$ cat src/rtl/ac_pkg.sv
// Shared encodings and widths for the air-conditioner controller and datapath.
// Holds mode/state enums plus the temperature and energy bus widths.
package ac_pkg;

   localparam int TEMP_W  = 9;
   localparam int POWER_W = 10;

   typedef enum logic [1:0] {
      MODE_WIND = 2'b00,
      MODE_COLD = 2'b01,
      MODE_HOT  = 2'b10
   } mode_e;

   typedef enum logic [1:0] {
      ST_OFF   = 2'b00,
      ST_START = 2'b01,
      ST_RUN   = 2'b10,
      ST_ALARM = 2'b11
   } state_e;

endpackage

$ cat src/rtl/ac_ctrl_tick_gen.sv
// Prescaler producing a registered one-cycle strobe every TICK_DIV clocks.
// Ports: clk, rst (sync, active-high), tick_o (strobe while count = TICK_DIV-1).
module tick_gen #(
   parameter int unsigned TICK_DIV = 10_000_000
) (
   input  logic clk,
   input  logic rst,
   output logic tick_o
);

   localparam int CW = (TICK_DIV > 1) ? $clog2(TICK_DIV) : 1;
   localparam logic [CW-1:0] LAST = CW'(TICK_DIV - 1);

   logic [CW-1:0] cnt_q, cnt_d;
   logic          tick_q, tick_d;

   always_comb begin
      cnt_d  = (cnt_q == LAST) ? '0 : cnt_q + 1'b1;
      // Registered strobe is high exactly while the counter sits at LAST.
      tick_d = (cnt_d == LAST);
   end

   always_ff @(posedge clk) begin
      if (rst) begin
         cnt_q  <= '0;
         tick_q <= 1'b0;
      end else begin
         cnt_q  <= cnt_d;
         tick_q <= tick_d;
      end
   end

   assign tick_o = tick_q;

endmodule

$ cat src/rtl/ac_ctrl.sv
// Button-driven controller for the climate datapath: power sequencing,
// mode/set-point editing, recharge and low-energy supervision.
// Ports: clk, rst, btn_* pulses, power_now in; on_off, mode_in, set_temp,
// power_in, state, low_alarm, tick out (all registered).
module ac_ctrl
   import ac_pkg::*;
#(
   parameter int unsigned          TICK_DIV      = 10_000_000,
   parameter int unsigned          STARTUP_TICKS = 20,
   parameter logic [TEMP_W-1:0]    TEMP_MIN      = 9'd160,
   parameter logic [TEMP_W-1:0]    TEMP_MAX      = 9'd300,
   parameter logic [TEMP_W-1:0]    TEMP_INIT     = 9'd250,
   parameter logic [TEMP_W-1:0]    TEMP_STEP     = 9'd5,
   parameter logic [POWER_W-1:0]   POWER_INIT    = 10'd100,
   parameter logic [POWER_W-1:0]   POWER_MAX     = 10'd999,
   parameter logic [POWER_W-1:0]   CHARGE_STEP   = 10'd10,
   parameter logic [POWER_W-1:0]   LOW_THRESH    = 10'd20
) (
   input  logic               clk,
   input  logic               rst,
   input  logic               btn_power,
   input  logic               btn_mode,
   input  logic               btn_up,
   input  logic               btn_down,
   input  logic               btn_charge,
   input  logic [POWER_W-1:0] power_now,
   output logic               on_off,
   output logic [1:0]         mode_in,
   output logic [TEMP_W-1:0]  set_temp,
   output logic [POWER_W-1:0] power_in,
   output logic [1:0]         state,
   output logic               low_alarm,
   output logic               tick
);

   localparam int SW = (STARTUP_TICKS > 1) ? $clog2(STARTUP_TICKS + 1) : 1;

   state_e             state_q, state_d;
   logic [SW-1:0]      start_q, start_d;
   logic               on_off_q, on_off_d;
   mode_e              mode_q, mode_d;
   logic [TEMP_W-1:0]  temp_q, temp_d;
   logic [POWER_W-1:0] pin_q, pin_d;
   logic               alarm_q, alarm_d;

   logic [POWER_W:0]   chg_sum;
   logic [POWER_W-1:0] chg_sat;
   logic [TEMP_W:0]    up_sum, dn_dif;
   logic [TEMP_W-1:0]  up_sat, dn_sat;
   logic               empty, pwr_ok;

   tick_gen #(.TICK_DIV(TICK_DIV)) u_tick (
      .clk    (clk),
      .rst    (rst),
      .tick_o (tick)
   );

   assign empty  = (power_now == '0);
   assign pwr_ok = (pin_q != '0);

   // Saturating arithmetic with one extra bit so nothing wraps.
   always_comb begin
      chg_sum = {1'b0, pin_q} + {1'b0, CHARGE_STEP};
      chg_sat = (chg_sum > {1'b0, POWER_MAX}) ? POWER_MAX : chg_sum[POWER_W-1:0];
      up_sum  = {1'b0, temp_q} + {1'b0, TEMP_STEP};
      up_sat  = (up_sum > {1'b0, TEMP_MAX}) ? TEMP_MAX : up_sum[TEMP_W-1:0];
      dn_dif  = {1'b0, temp_q} - {1'b0, TEMP_STEP};
      dn_sat  = (dn_dif[TEMP_W] || dn_dif < {1'b0, TEMP_MIN}) ?
                TEMP_MIN : dn_dif[TEMP_W-1:0];
   end

   always_ff @(posedge clk) begin
      if (rst) begin
         state_q <= ST_OFF;
         start_q <= '0;
      end else begin
         state_q <= state_d;
         start_q <= start_d;
      end
   end

   always_comb begin
      state_d = state_q;
      start_d = start_q;
      unique case (state_q)
         ST_OFF: begin
            if (btn_power && pwr_ok) begin
               state_d = ST_START;
               start_d = SW'(STARTUP_TICKS);
            end
         end
         ST_START: begin
            if (btn_power) begin
               state_d = ST_OFF;
            end else if (tick) begin
               if (start_q <= SW'(1)) begin
                  state_d = ST_RUN;
                  start_d = '0;
               end else begin
                  start_d = start_q - 1'b1;
               end
            end
         end
         ST_RUN, ST_ALARM: begin
            if (empty || btn_power)
               state_d = ST_OFF;
            else if (power_now <= LOW_THRESH)
               state_d = ST_ALARM;
            else
               state_d = ST_RUN;
         end
         default: state_d = ST_OFF;
      endcase
   end

   always_comb begin
      mode_d = mode_q;
      temp_d = temp_q;
      pin_d  = pin_q;
      unique case (state_q)
         ST_OFF: begin
            // A power press that cannot start does not block charge.
            if (!(btn_power && pwr_ok) && btn_charge)
               pin_d = chg_sat;
         end
         ST_RUN, ST_ALARM: begin
            if (empty) begin
               pin_d = '0;
            end else if (btn_power) begin
               pin_d = power_now;
            end else if (btn_mode) begin
               unique case (mode_q)
                  MODE_WIND: mode_d = MODE_COLD;
                  MODE_COLD: mode_d = MODE_HOT;
                  default:   mode_d = MODE_WIND;
               endcase
            end else if (btn_up && !btn_down) begin
               temp_d = up_sat;
            end else if (btn_down && !btn_up) begin
               temp_d = dn_sat;
            end
         end
         default: ;
      endcase
      if (state_d == ST_OFF)
         mode_d = MODE_WIND;
      on_off_d = (state_d == ST_RUN) || (state_d == ST_ALARM);
      alarm_d  = (state_d == ST_ALARM);
   end

   always_ff @(posedge clk) begin
      if (rst) begin
         on_off_q <= 1'b0;
         mode_q   <= MODE_WIND;
         temp_q   <= TEMP_INIT;
         pin_q    <= POWER_INIT;
         alarm_q  <= 1'b0;
      end else begin
         on_off_q <= on_off_d;
         mode_q   <= mode_d;
         temp_q   <= temp_d;
         pin_q    <= pin_d;
         alarm_q  <= alarm_d;
      end
   end

   assign on_off    = on_off_q;
   assign mode_in   = mode_q;
   assign set_temp  = temp_q;
   assign power_in  = pin_q;
   assign state     = state_q;
   assign low_alarm = alarm_q;

endmodule

$ cat config.mk
export PLATFORM = sky130hd
export DESIGN_NAME = ac_ctrl
export DESIGN_NICKNAME = d
export VERILOG_FILES = /design/src/rtl/ac_pkg.sv /design/src/rtl/ac_ctrl_tick_gen.sv /design/src/rtl/ac_ctrl.sv
export SDC_FILE = /design/constraint.sdc
export NUM_CORES = 1
export LEC_CHECK = 0
export ABC_AREA = 0
export ABC_CLOCK_PERIOD_IN_PS = 2600
export CAP_MARGIN = 0
export CORE_MARGIN = 1.5
export CORE_UTILIZATION = 45
export DETAILED_ROUTE_END_ITERATION = 7
export PLACE_DENSITY_LB_ADDON = 0.2
export SYNTH_ARGS = -nofsm -noshare
export SYNTH_HDL_FRONTEND = slang
export SYNTH_SLANG_ARGS = --single-unit
$ cat constraint.sdc
create_clock -name clk -period 2.6 [get_ports clk]
set_clock_uncertainty 0.1 [all_clocks]
set_input_delay 0.52 -clock clk [delete_from_list [all_inputs] [get_ports clk]]
set_output_delay 0.52 -clock clk [all_outputs]
set_load 0.05 [all_outputs]
; Word level (Yosys, flattened, before mapping)
; Index checks and enable logic that the tools add are counted.
[totals]
register_bits = 55
inputBits = 17
out_inout_bits = 26
elab_cells = 82
[classes]
muxes = 23
bitwise = 3
order_cmp = 5
reduce_logical = 24
n_eq_ne = 13
add_sub_neg = 5
[ops]
columns = cell, n
row1 = $eq 24x24->1 const B, 2
row2 = $mux 10, 4
row3 = $mux 9, 4
row4 = $add 24x1->24 const B, 1
row5 = $mux 24, 1
row6 = $mux 5, 4
row7 = $pmux 10 s2, 1
row8 = $add 10x4->11 const B, 1
row9 = $gt 11x10->1 const B, 1
row10 = $add 9x3->10 const B, 1
row11 = $gt 10x9->1 const B, 1
row12 = $le 10x5->1 const B, 1
row13 = $logic_not 10->1, 1
row14 = $lt 10x8->1 const B, 1
row15 = $mux 2, 5
row16 = $pmux 5 s2, 1
row17 = $reduce_bool 10->1, 1
row18 = $sub 9x3->10 const B, 1
row19 = $eq 2x2->1 const B, 4
row20 = $reduce_and 4->1, 2
row21 = $logic_not 2->1, 3
row22 = $ne 2x2->1 const B, 3
row23 = $pmux 2 s3, 1
row24 = $reduce_bool 2->1, 3
row25 = 14 further kinds, 25

; Logic depth before layout (Yosys ltp)
; Gate-level depths: netlist of run 1.
[depth]
ltp_word = 7
mapped_depth = 9
ltp_nobuf = 8

; Modules after synthesis
; From an unflattened synthesis of run 1, not the netlist that was laid out.
[hier_totals]
cells_unflattened = 492
hier_area_um2 = 3781.1
[by_module_without_submodules]
columns = mod, seq_area_each_um2, cells_per_inst, area_per_inst_um2, n_inst
row1 = ac_ctrl, 580.6, 332, 2432.3, 1
row2 = tick_gen, 500.5, 160, 1348.8, 1

; Worst setup path before layout of run 1
; Ideal clock, no wire load.
[synth_path]
kind = reg-to-reg
from = register temp_q[0] (netlist: set_temp[0])
to = register temp_q[2] (netlist: set_temp[2])
t_required_ps = 2381
stages_incl_launch_ff = 10
arrival_ps = 2583
synth_period_minus_slack_ps = 2802
n_path_buf = 1
setup_ps = 119
setup_slack_ps = -202
path_cell_list = dfxtp_1 > clkbuf_1 > inv_1 > ha_1 > nor2b_1 > nand2b_1 > a211o_1 > and4bb_2 > a221o_1 > o221a_2
[synth_between]
elab_chain_cells = 6
elab_cells_between_ends = 9
cone_classes = add/sub (2) / order compare (2) / mux (4) / reduce/logical (1)
[synth_lines]
columns = element, line
row1 = from (decl), ac_ctrl.sv:42  ; logic [TEMP_W-1:0] temp_q, temp_d;
row2 = from (signal assigned), ac_ctrl.sv:161  ; temp_q <= temp_d;
row3 = $sub 9x3->10, ac_ctrl.sv:67  ; dn_dif = {1'b0, temp_q} - {1'b0, TEMP_STEP};
row4 = $lt 10x8->1, ac_ctrl.sv:68  ; dn_sat = (dn_dif[TEMP_W] || dn_dif < {1'b0, TEMP_MIN}) ?
row5 = $logic_or 1x1->1, ac_ctrl.sv:68
row6 = $mux 9, ac_ctrl.sv:68
row7 = $mux 9, ac_ctrl.sv:139  ; end else if (btn_down && !btn_up) begin
row8 = $mux 9 (*), ac_ctrl.sv:137  ; end else if (btn_up && !btn_down) begin
; Mark *: on every way between the ends. The rest lies on a longest branch, timed or not. The select of a mux whose other input is x is not followed.
; A chain may end at the register's enable or synchronous reset.

; Worst setup path in the final report of run 1
[layout_path]
from = input port power_now[9]
to = register pin_q[7] (netlist: power_in[7])
[layout_between]
elab_chain_cells = 3
elab_cells_between_ends = 5
cone_classes = eq/ne (1) / mux (2) / reduce/logical (2)
[layout_lines]
columns = element, line
row1 = from (decl), ac_ctrl.sv:26  ; input logic [POWER_W-1:0] power_now,
row2 = $logic_not 10->1 (*), ac_ctrl.sv:58  ; assign empty = (power_now == '0);
row3 = $ne 3x3->1 (no line) / $mux 10 (equally long branches), -
row4 = $reduce_and 3->1 (no line) / $pmux 10 s2 (equally long branches), -
row5 = to (signal assigned), ac_ctrl.sv:162  ; pin_q <= pin_d;
row6 = to (decl), ac_ctrl.sv:43  ; logic [POWER_W-1:0] pin_q, pin_d;
; Mark *: on every way between the ends. The rest lies on a longest branch, timed or not.

==> results, run 1 <==
- The flow ran to the end, and the final reports show no timing, DRC or antenna violations.
- Counting tap cells, the placed design contains a total of 666 instances.
- Along the worst path, the maximum fanout reaches 7.
- The number of global-route vias before repair is 3706.
- The total negative setup slack is 0 ns.
- The sort of element at the end of the critical path is a register.
- The worst vdd rail ir drop is 249.4 µV.
- The final wirelength is 10.35 mm.
- The number of detailed-routing iterations run before antenna repair is 4.
- The filler cell count in the final layout is 795.
- The number of hold violations in the final report was 0.
- Counting along the longest clock path gives a buffer depth of 2.
- Hold is met by 0.3791 ns.
- The H-tree was split into 2 levels.
- The diode insertion count for antenna repair is 0.
- The share of post-route cells with drive strength above 1 is between 10% and 20%.
- The quantity of hold-fixing buffers added after cts is 0.
- Dividing the detail-routed wire length by the instance count gives 15.28 µm.
- The total DRC errors in the routed layout is 0.
- The synthesized design contains 0 enable-type register cells.
- The worst setup path endpoint is power_in[7].
- Timing analysis after detailed placement gives a worst setup slack of -0.4174 ns.
- The library cells used most frequently in the layout, excluding fill and tap cells, are sky130_fd_sc_hd__nor2_1, sky130_fd_sc_hd__dfxtp_1, sky130_fd_sc_hd__buf_4.
- The sequential area share after synthesis is 28.62%.
- The insertion delay to the later sink of the worst-skew pair is 0.31 ns.
- The classification of the worst setup path is in -> reg.
- The final period utilization is 97.15%.
- The wire length of the first global-routing pass is 17.15 mm.
- In the post-synthesis netlist, the biggest area contributors are sky130_fd_sc_hd__dfxtp_1, sky130_fd_sc_hd__nor2_1, sky130_fd_sc_hd__nand2_1.
- The number of cells on the worst reg-to-reg path is 7.
- The die covers 9114 µm².
- In this run the mean area of a mapped cell was 7.604 µm².
- Measured against the total synthesized area, the mux share comes to 0.7805%.
- The start point of the critical path is power_now[9].
- The number of antenna violations at the first check in global routing is 0.
- At the end of routability-driven placement, the weighted congestion stood at 0.9111.
- The effective utilization at floorplan is 46.59%.
- In this run the cell area of the synthesized design comes to 3847 µm².
- TritonCTS built the clock tree.
- The site row count is 33.
- Of all flip-flops after synthesis, the portion carrying an async set or reset was 0%.
- The count of input and output buffers is 42.
- After synthesis the netlist holds a flip-flop and latch count of 55.
- The leakage power total is about 1.7 nW.
- The clock transition time at the flip-flop clock pins of the worst setup and hold paths is 0.09 ns.
- The final worst setup slack is 0.07408 ns.
- The most instantiated flip-flop cell in the synthesis netlist is sky130_fd_sc_hd__dfxtp_1.
- The highest achievable clock rate is 0.3959 GHz.
- For this run the aggregate overflow at the end of global routing stands at 0.
- The data arrival time of the worst path is around 2.7 ns.
- The cell count after synthesis is 506.
- The number of violations of the max-capacitance limit is 0.
- During I/O placement, the number of pins put on the boundary was 43.
- Summed over all nets, the half-perimeter wirelength after detailed placement is 7.535 mm.
- The commonest non-fill, non-tap cell in the layout is sky130_fd_sc_hd__nor2_1.
- The vias after detailed routing is 4008.
- The normalized max-slew margin is 60.33%.
- The area share of and/or/nand/nor cells after synthesis is 28.98%.
- The count of nets left with antenna violations after detail routing is 0.
- The Yosys step of the flow raised 0 warnings.
- Of the total synthesized cell area, the portion taken by XOR and XNOR cells is under 10%.
- The setup check on the worst reg-to-reg path leaves a slack of 0.17 ns.
- The core region is about 8300 µm².
- The number of CTS-inserted buffers is 5.
- Of the total synthesized cell area, the portion taken by full adders, half adders and majority gates is 2.927%.
- The detailed-route vias per instance is 5.920.
- By area, the combinational part of the netlist is dominated by simple AND/OR/NAND/NOR gates.
- The class of the most critical hold timing path is reg -> reg.
- The detailed router's first-iteration violation count is 192.
- The clock drives 55 sinks.
- The unique cell type count in the Yosys netlist is 77.
- Setup repair after global routing left no endpoint under its margin.
- The areal power density over the cells is roughly 360 nW/µm².
- Entering global routing, the biggest net connects 27 pins.
- The share of the synthesized area in the top cell type is 28.62%.
- The worst register-to-register path ends at u_tick.tick_o.
- The vertical extent of the die is 95.47 µm.
- In the global route stage, overall resource usage came out at 23.32%.
- The number of pins exceeding their max-slew limit in the final report is 0.
- For the finished layout, the period the worst path requires is 2.526 ns.
- STA classifies the critical path startpoint as an input pin.
- In this run the critical register-to-register path is launched from u_tick.cnt_q[0].
- The power consumption is 0.001724 W.
- Setup violations remaining at the end of the flow were counted as 0.
- Summed over all instances, the cell type with the most area after synthesis is sky130_fd_sc_hd__dfxtp_1.
- The clock tree root buffer cell is sky130_fd_sc_hd__clkbuf_8.
- The synthesized netlist devotes 25.37% of its cell area to compound gates.
- The number of cells in the finished layout apart from fillers is approximately 680.
- The required time of the critical path is 2.73 ns.
- The die width is 95.47 µm.
- The number of nets in the synthesized netlist is 532.
- Compared with the post-synthesis result, the final layout area differs by 24.16%.
- At the pin with the least slew margin, the transition time is 0.5910 ns.
- The number of nets in the final layout is 597.
[synthesized netlist by cell type, types with 3 or more instances]
cell type and count:
sky130_fd_sc_hd__a21oi_1 31, sky130_fd_sc_hd__a21o_1 3, sky130_fd_sc_hd__o211ai_1 8, sky130_fd_sc_hd__o31ai_1 3, sky130_fd_sc_hd__nand4_1 8, sky130_fd_sc_hd__and3_1 4, sky130_fd_sc_hd__ha_1 9, sky130_fd_sc_hd__inv_1 22
sky130_fd_sc_hd__nand3b_1 4, sky130_fd_sc_hd__nand2_1 42, sky130_fd_sc_hd__o21ai_0 26, sky130_fd_sc_hd__nand2b_1 7, sky130_fd_sc_hd__a311oi_1 3, sky130_fd_sc_hd__o2111ai_1 3, sky130_fd_sc_hd__clkbuf_1 23, sky130_fd_sc_hd__o21a_1 6
sky130_fd_sc_hd__or4_1 3, sky130_fd_sc_hd__xor2_1 16, sky130_fd_sc_hd__nor2b_1 4, sky130_fd_sc_hd__nor2_1 58, sky130_fd_sc_hd__a211oi_1 5, sky130_fd_sc_hd__nand3_1 21, sky130_fd_sc_hd__mux2i_1 3, sky130_fd_sc_hd__or3_1 6
sky130_fd_sc_hd__nor4_1 15, sky130_fd_sc_hd__a31oi_1 10, sky130_fd_sc_hd__a221o_1 3, sky130_fd_sc_hd__and2b_2 3, sky130_fd_sc_hd__dfxtp_1 55, sky130_fd_sc_hd__o221ai_1 4, sky130_fd_sc_hd__or2_2 3, sky130_fd_sc_hd__nor3_1 19
sky130_fd_sc_hd__xnor2_1 17
[timing repair]
| item | CTS | global route |
|---|---|---|
| resized for setup | 10 | 5 |
| gates cloned | 1 | 0 |
| endpoints found under the setup margin | 15 | 6 |
| buffers inserted | 2 | 0 |
| pin swaps | 5 | 6 |
[stage by stage]
stage          area [µm²]  util [%]
2_1_floorplan        3851         -
3_3_place_gp         4596     55.65
3_5_place_dp         4596     55.65
4_1_cts              4756     57.59
5_1_grt              4777     57.85
6_report             4777     57.85
[cell families after synthesis]
logic type / count (synthesis)
multiplexers: 3
AND/OR/NAND/NOR: 215
buffers and inverters: 53
AO/OA/AOI/OAI: 138
flip-flops: 55
adder cells (fa/ha/maj): 9
XOR/XNOR: 33
[metal layers]
layer / routed length (µm) / GRT usage (%) / share of wire (%) / vias up
li1: - / - / - / 1985
met1: 4823 / 31.00 / 47 / 1886
met2: 4898 / 39.18 / 47 / 117
met3: 452 / 3.030 / 4.4 / 20
met4: 173 / 6.985 / 1.7 / 0
met5: 0 / 0 / 0 / -
[worst min path at each step]
stage | from | end | slack [ns] | cells after the start
2_1_floorplan | u_tick.cnt_q[0] | u_tick.cnt_q[0] | 0.32 | 1
3_5_place_dp | u_tick.cnt_q[0] | u_tick.cnt_q[0] | 0.36 | 1
3_3_place_gp | u_tick.cnt_q[0] | u_tick.cnt_q[0] | 0.34 | 1
6_report | u_tick.cnt_q[0] | u_tick.cnt_q[0] | 0.38 | 1
5_1_grt | u_tick.cnt_q[0] | u_tick.cnt_q[0] | 0.42 | 1
4_1_cts | u_tick.cnt_q[0] | u_tick.cnt_q[0] | 0.39 | 1
[sequential cells by signal (all words and copies together), names as in the netlist]
signal and flops:
u_tick.cnt_q 24, power_in 10, set_temp 9, start_q 5
mode_in 2, state 2, low_alarm 1, on_off 1
u_tick.tick_o 1
[area by class of cell]
class	count	area, µm²	area share [%]
clock inverter	3	43.79	0.9167
multi-input combinational	398	2550	53.38
inverter	24	90.09	1.886
clock buffer	5	68.82	1.441
tap	105	131.4	2.750
timing repair buffer	87	789.5	16.53
sequential	55	1104	23.10
[critical path, cell delays in order]
cell	delay [ns]
sky130_fd_sc_hd__dlygate4sd2_1	0.24
sky130_fd_sc_hd__or4_4	0.55
sky130_fd_sc_hd__or4_4	0.52
sky130_fd_sc_hd__a32oi_4	0.29
sky130_fd_sc_hd__buf_12	0.16
sky130_fd_sc_hd__buf_4	0.11
sky130_fd_sc_hd__o221ai_1	0.10
sky130_fd_sc_hd__nor3_1	0.16
[power breakdown]
part           total, W  switching, W  internal [W]
Combinational  0.000267      0.000148      0.000119
Clock          0.000571      0.000284      0.000287
Sequential     0.000886     0.0000268      0.000859
No activity file was read; power rests on OpenSTA's default activity.
==> run 2, diff against run 1 <==
- MAX_ROUTING_LAYER: unset -> met4
==> run 2 against run 1 <==
  * Critical path depth decreased by 6
  * Critical path type is now reg -> out
  * Highest routed layer unchanged
  * Worst hold slack got worse by 0.0013 ns
  * Register-to-register slack about the same
==> results, run 2 (synthesized netlist as in run 1, its figures left out) <==
- Run status: complete, no violations (unchanged).
- The required time of the critical path was 1.98 ns (was 2.73 ns).
- The diode insertion count for antenna repair was 0 (unchanged).
- The clock transition time at the flip-flop clock pins of the worst setup and hold paths was 0.09 ns (about the same).
- The worst-path maximum fanout is 15 (was 7).
- The worst hold path stage count is 1 (unchanged).
- The routability-driven placement congestion ratio came to 0.9318 (was 0.9111).
- Commonest cells after routing, fill and taps aside: sky130_fd_sc_hd__nor2_1, sky130_fd_sc_hd__dfxtp_1, sky130_fd_sc_hd__nand2_1, sky130_fd_sc_hd__buf_4, sky130_fd_sc_hd__clkdlybuf4s50_1 (was sky130_fd_sc_hd__nor2_1, sky130_fd_sc_hd__dfxtp_1, sky130_fd_sc_hd__buf_4).
- The global-route usage over all layers was 24.00% (was 23.32%).
- The clock period minus final worst setup slack is 2.516 ns (was 2.526 ns).
- The total DRC errors in the routed layout came to 0 (unchanged).
- The sum of net half-perimeters after detailed placement is 7.773 mm (was 7.535 mm).
- The clock tree root buffer cell is sky130_fd_sc_hd__clkbuf_8 (unchanged).
- The sort of element at the end of the critical path is an output port (was register).
- The setup slack of the worst register-to-register path is 0.17 ns (about the same).
- The CTS tree is built (unchanged).
- The area growth from synthesis to final layout is 23.67% (was 24.16%).
- The total instance count after detailed placement came to 667 (was 666).
- The power consumption is 0.001667 W (was 0.001724 W).
- The total congestion overflow after global routing was 0 (unchanged).
- The share of post-route cells with drive strength above 1 is 13.64% (was 14.34%).
- The number of clock sinks is 55 (unchanged).
- The startpoint type of the worst setup path was a register (was input pin).
- The detailed-route vias per instance came to 5.975 (was 5.920).
- The classification of the worst setup path is reg -> out (was in -> reg).
- The effective utilization at floorplan is 46.59% (unchanged).
- The largest net degree at the start of global routing was 27 (unchanged).
- The final period utilization is 96.75% (was 97.15%).
- The count of boundary I/O pins is 43 (unchanged).
- The area of the core is 8258 µm² (unchanged).
- The leakage power total is 1.729 nW (was 1.721 nW).
- The count of input and output buffers came to 42 (unchanged).
- The number of violations of the max-capacitance limit is 0 (unchanged).
- The largest register by flop count is u_tick.cnt_q (unchanged).
- The quantity of hold-fixing buffers added after cts is 0 (unchanged).
- The worst hold slack was 0.3778 ns (was 0.3791 ns).
- The class of the most critical hold timing path is reg -> reg (unchanged).
- The filler cell count in the final layout was 781 (was 795).
- The maximum cell stage delay along the critical path is 0.82 ns (was 0.55 ns).
- The insertion delay to the later sink of the worst-skew pair came to 0.31 ns (about the same).
- The areal power density over the cells is 350.4 nW/µm² (was 360.8 nW/µm²).
- The site row count is 33 (unchanged).
- The detailed router's first-iteration violation count is 195 (was 192).
- The worst setup slack after placement is -0.4169 ns (was -0.4174 ns).
- The cell count of the worst reg-to-reg path came to 7 (unchanged).
- The count of nets left with antenna violations after detail routing is 0 (unchanged).
- The vias after detailed routing is 4045 (was 4008).
- The final wirelength is 10.40 mm (was 10.35 mm).
- The number of global-route vias before repair is 3738 (was 3706).
- The sink of the worst hold path was u_tick.cnt_q[0] (unchanged).
- The terminus of the critical flop-to-flop path is u_tick.tick_o (unchanged).
- The worst vdd rail ir drop is 287.4 µV (was 249.4 µV).
- Cell-by-cell trace of the critical path: buf_4, clkdlybuf4s50_1 (was dlygate4sd2_1, or4_4, or4_4, a32oi_4, buf_12, buf_4, o221ai_1, nor3_1).
- The start point of the critical path is set_temp[3] (was power_now[9]).
- The number of flip-flops in the largest register came to 24 (unchanged).
- The startpoint of the worst register-to-register path is u_tick.cnt_q[0] (unchanged).
- The normalized max-slew margin is 58.08% (was 60.33%).
- The worst min-delay path startpoint is u_tick.cnt_q[0] (unchanged).
- The number of hold violations in the final report is 0 (unchanged).
- The H-tree depth reported by CTS is 2 (unchanged).
- The critical-path cell with the highest stage delay is sky130_fd_sc_hd__clkdlybuf4s50_1 (was sky130_fd_sc_hd__or4_4).
- The maximum root-to-sink buffer count is 2 (unchanged).
- The die width was 95.47 µm (unchanged).
- The vertical extent of the die is 95.47 µm (unchanged).
- The highest achievable clock rate is 0.3975 GHz (was 0.3959 GHz).
- The transition time at the pin with the least slew margin came to 0.6231 ns (was 0.5910 ns).
- The wire length of the first global-routing pass is 17.17 mm (was 17.15 mm).
- The data arrival time of the worst path was 1.90 ns (was 2.65 ns).
- The commonest non-fill, non-tap cell in the layout is sky130_fd_sc_hd__nor2_1 (unchanged).
- The final worst setup slack is 0.08439 ns (was 0.07408 ns).
- The total of endpoints with negative setup slack in the final report is 0 (unchanged).
- The number of detailed-routing iterations run before antenna repair came to 4 (unchanged).
- The number of nets in the final layout is 597 (unchanged).
- The number of cells in the finished layout apart from fillers came to 677 (unchanged).
- The number of antenna violations at the first check in global routing was 0 (unchanged).
- The number of CTS-inserted buffers is 5 (unchanged).
- The area enclosed by the die boundary is 9114 µm² (unchanged).
- The average wire per standard cell was 15.35 µm (was 15.28 µm).
- The number of pins exceeding their max-slew limit in the final report was 0 (unchanged).
## run 2: worst max-delay path by stage
| stage | end | slack, ns | depth (start not counted) |
|---|---|---|---|
| after detailed placement | set_temp[7] | -0.42 | 8 |
| after CTS | power_in[7] | 0.007 | 8 |
| after global placement | power_in[8] | -0.36 | 8 |
| final | set_temp[3] | 0.08 | 2 |
| after global routing | power_in[7] | -0.005 | 8 |
| after floorplan | set_temp[2] | 0.02 | 9 |
## run 2: metrics by stage
step	TNS (ns)	utilization (%)	area, µm²
6_report	0	57.62	4758
5_1_grt	-0.004636	57.62	4758
4_1_cts	0	57.45	4745
3_5_place_dp	-7.702	55.74	4603
3_3_place_gp	-6.465	55.74	4603
2_1_floorplan	0	-	3851
## run 2: repair_timing
| action | 4_1_cts | 5_1_grt |
|---|---|---|
| endpoints found under the setup margin | 13 | 9 |
| setup buffers | 1 | 0 |
| cloned | 1 | 0 |
| resized for setup | 9 | 4 |
| pin swaps | 5 | 4 |
## run 2: metal layers
metal	track usage, %	part of all wire (%)	up-vias	wire, µm
li1	-	-	1993	-
met1	30.97	47	1932	4888
met2	39.95	48	105	4942
met3	2.632	4.0	15	411
met4	6.127	1.5	0	153
met5	-	0	-	0
## run 2: layout make-up
cell class | count | area, µm² | share of cell area [%]
flip-flops and latches | 55 | 1104 | 23.19
well taps | 105 | 131.4 | 2.761
inverters | 24 | 90.09 | 1.893
repair buffers | 87 | 795.8 | 16.72
clock buffers | 8 | 100.1 | 2.104
multi-input cells | 398 | 2537 | 53.33
## run 2: worst max-delay path, delay by kind of cell (launching register included)
family,cells,cell delay [ns]
buffers and inverters,2,1.07
DFF,1,0.52
## run 2: power by group
group	switching (W)	internal, W
Clock	0.000274	0.000244
Sequential	0.0000270	0.000859
Combinational	0.000146	0.000117
